`config.mk`:
```
export PLATFORM = sky130hd
export DESIGN_NAME = nonce_result_arbiter
export DESIGN_NICKNAME = d
export VERILOG_FILES = /design/src/rtl/nonce_arb_pkg.sv /design/src/rtl/rr_grant.sv /design/src/rtl/nonce_result_arbiter.sv
export SDC_FILE = /design/constraint.sdc
export NUM_CORES = 1
export LEC_CHECK = 0
export CAP_MARGIN = 20
export CORE_AREA = 2 2 130 132
export CTS_CLUSTER_SIZE = 8
export DETAILED_ROUTE_END_ITERATION = 10
export DIE_AREA = 0 0 132 134
export DONT_BUFFER_PORTS = 1
export PLACE_DENSITY = 0.43
export SETUP_SLACK_MARGIN = 0.3
export SLEW_MARGIN = 40
export SYNTH_ARGS = -nofsm -noshare
export SYNTH_HDL_FRONTEND = slang
export SYNTH_HIERARCHICAL = 1
export SYNTH_SLANG_ARGS = --single-unit
```
`constraint.sdc`:
```
create_clock -name clk -period 8.9 [get_ports clk]
set_clock_uncertainty 0.15 [all_clocks]
set_input_delay 1.335 -clock clk [delete_from_list [all_inputs] [get_ports clk]]
set_output_delay 1.335 -clock clk [all_outputs]
set_load 0.005 [all_outputs]
```
`src/rtl/nonce_arb_pkg.sv`:
```
// Shared types and helpers for the nonce result arbiter.
package nonce_arb_pkg;

    typedef enum logic {
        IDLE   = 1'b0,
        LOADED = 1'b1
    } state_t;

    localparam int unsigned STAT_W = 32;

    // Round-robin successor with an explicit wrap, so non-power-of-two counts work.
    function automatic int unsigned rr_next(input int unsigned idx, input int unsigned n);
        return (idx + 1 >= n) ? 0 : idx + 1;
    endfunction

endpackage

```
`src/rtl/rr_grant.sv`:
```
// Combinational round-robin picker: one-hot grant to the first set req at or after ptr.
module rr_grant #(
    parameter int unsigned NUM_REQ = 4,
    parameter int unsigned IDX_W   = $clog2(NUM_REQ)
) (
    input  logic [NUM_REQ-1:0] req,
    input  logic [IDX_W-1:0]   ptr,
    output logic [NUM_REQ-1:0] grant
);

    int unsigned idx;
    logic        found;

    always_comb begin
        grant = '0;
        found = 1'b0;
        idx   = 0;
        for (int unsigned k = 0; k < NUM_REQ; k++) begin
            idx = 32'(ptr) + k;
            if (idx >= NUM_REQ) begin
                idx = idx - NUM_REQ;
            end
            if (!found && req[idx[IDX_W-1:0]]) begin
                grant[idx[IDX_W-1:0]] = 1'b1;
                found                 = 1'b1;
            end
        end
    end

endmodule

```
`src/rtl/nonce_result_arbiter.sv`:
```
// Round-robin arbiter funnelling found-nonce words from NUM_REQ cores into one output register.
// Optional per-requester grant counters are enabled with NONCE_ARB_STATS_EN.
module nonce_result_arbiter
    import nonce_arb_pkg::*;
#(
    parameter  int unsigned NUM_REQ = 4,
    parameter  int unsigned DATA_W  = 64,
    localparam int unsigned IDX_W   = $clog2(NUM_REQ)
) (
    input  logic                      clk,
    input  logic                      rstn,
    input  logic [NUM_REQ-1:0]        req_valid,
    output logic [NUM_REQ-1:0]        req_ready,
    input  logic [NUM_REQ*DATA_W-1:0] req_data,
    output logic                      out_valid,
    input  logic                      out_ready,
    output logic [DATA_W-1:0]         out_data,
    output logic [IDX_W-1:0]          out_src,
    output logic                      busy
`ifdef NONCE_ARB_STATS_EN
    ,
    input  logic [IDX_W-1:0]          stat_sel,
    input  logic                      stat_clr,
    output logic [STAT_W-1:0]         stat_count
`endif
);

    state_t             state;
    logic [IDX_W-1:0]   rr_ptr;
    logic [NUM_REQ-1:0] grant;
    logic [IDX_W-1:0]   grant_idx;
    logic [DATA_W-1:0]  win_data;
    logic               can_load;
    logic               xfer;

    rr_grant #(
        .NUM_REQ (NUM_REQ),
        .IDX_W   (IDX_W)
    ) u_rr_grant (
        .req   (req_valid),
        .ptr   (rr_ptr),
        .grant (grant)
    );

    // Encode the one-hot grant and mux the winning word.
    always_comb begin
        grant_idx = '0;
        win_data  = '0;
        for (int unsigned i = 0; i < NUM_REQ; i++) begin
            if (grant[i]) begin
                grant_idx = IDX_W'(i);
                win_data  = req_data[i*DATA_W +: DATA_W];
            end
        end
    end

    // Refill allowed when empty or when the held word drains this cycle; never during reset.
    assign can_load  = (state == IDLE) || out_ready;
    assign req_ready = rstn ? (grant & {NUM_REQ{can_load}}) : '0;
    assign xfer      = |req_ready;
    assign out_valid = (state == LOADED);
    assign busy      = out_valid || (|req_valid);

    always_ff @(posedge clk) begin
        if (!rstn) begin
            state    <= IDLE;
            out_data <= '0;
            out_src  <= '0;
            rr_ptr   <= '0;
        end else if (xfer) begin
            state    <= LOADED;
            out_data <= win_data;
            out_src  <= grant_idx;
            rr_ptr   <= IDX_W'(rr_next(32'(grant_idx), NUM_REQ));
        end else if ((state == LOADED) && out_ready) begin
            state <= IDLE;
        end
    end

`ifdef NONCE_ARB_STATS_EN
    logic [STAT_W-1:0] stat_cnt [NUM_REQ];

    // Saturating grant counters; clear wins over a same-cycle increment.
    always_ff @(posedge clk) begin
        if (!rstn) begin
            for (int unsigned i = 0; i < NUM_REQ; i++) begin
                stat_cnt[i] <= '0;
            end
            stat_count <= '0;
        end else begin
            for (int unsigned i = 0; i < NUM_REQ; i++) begin
                if (stat_clr) begin
                    stat_cnt[i] <= '0;
                end else if (req_ready[i] && req_valid[i] && (stat_cnt[i] != '1)) begin
                    stat_cnt[i] <= stat_cnt[i] + STAT_W'(1);
                end
            end
            stat_count <= (32'(stat_sel) < NUM_REQ) ? stat_cnt[stat_sel] : '0;
        end
    end
`endif

endmodule
```
==> flow_summary.toml <==
[cts]
postCtsHoldBufs = 0
cts.path.max_buffers = 2
clk_latency_ns = 0.33
clkSinkCount = 69
h-tree-depth = 3
clock_tree.root_cell = "clkbuf_16"
cts_buffers = 9
clkTransAtPathRegs_ns = 0.06
cts_resized = 0
cts_tree = "yes"
cts_setup_buffers = 0

[setup_path]
cp-start-kind = "primary input"
worst-path-buf-inv = 1
crit_path_top_delay_cell = "a221o_4"
critPathArrivalTime_ns = 3.82
cp-end-kind = "output port"
critical_path_class = "in2out"
cp_slowest_stage_delay_ns = 0.60
cp_cell_sequence = "mux4_2 > nor4b_4 > a221o_4 > buf_4 > and3_1"
crit_required_ns = 7.41
critical-path-top-delay-family = "simple AND/OR/NAND/NOR gates"
crit_path_max_fanout = 52

[yosys]
synthArstFlopShare_pct = 0
syn_avg_cell_area_um2 = 8.20
syn_nets = 801
synthTopCellsByArea = "dfxtp_1, a21oi_1, a221o_1"
synth_edf_count = 0
synth-main-ff-cell = "dfxtp_1"
synth_warnings = 6
ys_seq_area_share_pct = 31.7
synth_common_cells = "a21oi_1, dfxtp_1, o21ai_0"
yosys.area.top_type = "dfxtp_1"
yosysUniqueCellTypes = 32
synthCells = 532
syn_area_um2 = 4360
yosysMostFrequentCell = "a21oi_1"
synth_seq_cells = 69
netlist.area_leader.share_pct = 31.7

[die]
pin_count = 335
die_area_um2 = 17700
rows = 47
fp.coreArea_um2 = 16300
start_util_pct = 26.8
die_x_um = 132
die_y_um = 134

[timing]
tns_ns = 0
slew_headroom_pct = 47.1
period_share_pct = 59.6
fmaxAchievable_mhz = 189
hold_viol = 0
setup_viol = 0
rsz0062_at_grt = "false"
worst_slew_pin_slew_ns = 0.794
period_minus_slack_ns = 5.30
slew_viol_final = 0

[detailed_routing]
drtAntennaViolNets = 0
drc = 0
detailedRoute.firstPassIterationCount = 4
drtIter0Drc = 264
via_per_inst = 6.01
routed_wl_um = 15900
post_drt_wl_per_cell_um = 22.3
vias = 4285

[place]
place_area_um2 = 4500
finalWeightedCongestion = 0.811
dp_hpwl_um = 11800
place.port_buffers = 0

[power_and_ir_drop]
p_leak_nw = 1.77
netSwitchingFraction_pct = 45.5
netSwitchingPower_w = 0.00101
seqPwrFrac_pct = 22.8
p_per_area_nw_per_um2 = 463
p_int_w = 0.00120
peakVddDrop_mv = 0.156
pwr-share-comb_pct = 61.3
p_clk_share_pct = 15.9

[final_layout]
final_cell_area_um2 = 4780
layout-drive-gt1-share_pct = 6.90
diodes = 0
fill_cells = 1753
final_core_util_pct = 29.3
nNetsFinal = 758
area_delta_synth_final_pct = 9.56

[global_routing]
use_met1_pct = 21.0
overflow = 0
grt_pass1_vias = 4029
grt_first_pass_wirelength_um = 23600
track_usage_pct = 17.0
grt_use_met3_pct = 4.69
met2_usage_pct = 27.8
grt_max_degree = 81
antenna_found_initial = 1
grt.busiest_layer = "met2"

[job]
drv_cap = 0

[worst_hold_path]
hold_class = "reg2reg"

[run_status]
outcome = "finished clean"
==> per-layer routing <==
layer	share of wire (%)	wire, µm	up-vias
li1	-	-	1976
met1	42	6620	2040
met2	47	7510	248
met3	9.0	1430	21
met4	2.3	371	0
met5	0	0	-
==> worst register-to-register path, stage by stage (launching register included) <==
cell and delay [ns]:
dfxtp_1 0.58, inv_1 0.12, ha_1 0.34, mux4_2 0.39
nor4b_4 0.40, a221o_4 0.60, buf_4 0.59, or4_4 0.25
and3_4 0.41, buf_16 0.22, buf_12 0.21, o21ai_0 0.15
a21oi_1 0.11
==> logic make-up (layout without fill, tap and decap cells) <==
| logic type | after synthesis | count (layout) | synth area share (%) |
|---|---|---|---|
| compound gates | 295 | 295 | 45.7 |
| fa+ha+maj | 6 | 6 | 1.72 |
| buf+inv | 90 | 51 | 8.92 |
| flops | 69 | 69 | 31.7 |
| mux | 4 | 4 | 2.15 |
| simple gates | 68 | 68 | 9.78 |
==> power groups by stage <==
stage / combinational [W] / sequential, W / clock (W)
3_5_place_dp: 0.00136 / 0.000513 / 0
4_1_cts: 0.00137 / 0.000508 / 0.000367
2_1_floorplan: 0.00110 / 0.000474 / 0
3_3_place_gp: 0.00129 / 0.000516 / 0
6_report: 0.00136 / 0.000505 / 0.000351
5_1_grt: 0.00150 / 0.000518 / 0.000378
==> sequential cells by signal (all words and copies together) (netlist names) <==
signal     cells
out_data      64
out_src        2
rr_ptr         2
out_valid      1
==> path summary, 6_finish.rpt <==
check / start / to / slack, ns / cells past startpoint
max: req_valid[3] / req_ready[2] / 3.60 / 5
min: out_data[9] / out_data[9] / 0.39 / 2
max reg2reg: rr_ptr[0] / out_data[44] / 4.31 / 12
min reg2reg: out_data[9] / out_data[9] / 0.39 / 2
==> layout make-up <==
type | count | area, µm² | area share, %
clock inverter | 5 | 52.6 | 1.10
timing repair buffer | 8 | 100 | 2.10
clock buffer | 10 | 229 | 4.79
inverter | 28 | 105 | 2.20
sequential | 69 | 1380 | 28.9
multi-input combinational | 373 | 2630 | 55.1
tap | 220 | 275 | 5.76
==> placed cells by master (no fill, tap or decap), types with 2 or more instances in the layout <==
| cell | Yosys | routed |
|---|---|---|
| dfxtp_1 | 69 | 69 |
| o211a_1 | 2 | 2 |
| o21ai_1 | 20 | 20 |
| a221o_1 | 42 | 40 |
| nor2_1 | 2 | 2 |
| a21oi_1 | 90 | 90 |
| mux4_2 | 3 | 3 |
| nand2_1 | 11 | 11 |
| and3_1 | 4 | 4 |
| a211o_1 | 26 | 26 |
| nor2b_4 | 0 | 2 |
| or3_1 | 3 | 3 |
| o21ai_0 | 48 | 48 |
| a221o_4 | 0 | 2 |
| buf_4 | 1 | 5 |
| nand2b_1 | 39 | 39 |
| clkinv_2 | 0 | 3 |
| inv_1 | 28 | 28 |
| a21boi_0 | 3 | 3 |
| ha_1 | 6 | 6 |
| a22oi_1 | 38 | 38 |
| clkbuf_16 | 0 | 9 |
| a221oi_1 | 26 | 26 |
==> through the flow <==
step / power [W] / instances / hold slack, ns / worst slack (ns)
finish: 0.00221 / 713 / 0.386 / 3.60
global route: 0.00240 / 713 / 0.405 / 3.48
CTS: 0.00224 / 713 / 0.389 / 3.60
detailed placement: 0.00187 / 698 / 0.382 / 3.60
global placement: 0.00180 / 695 / 0.378 / 3.69
floorplan: 0.00157 / 532 / 0.345 / 3.99
No activity file was read; power rests on OpenSTA's default activity.
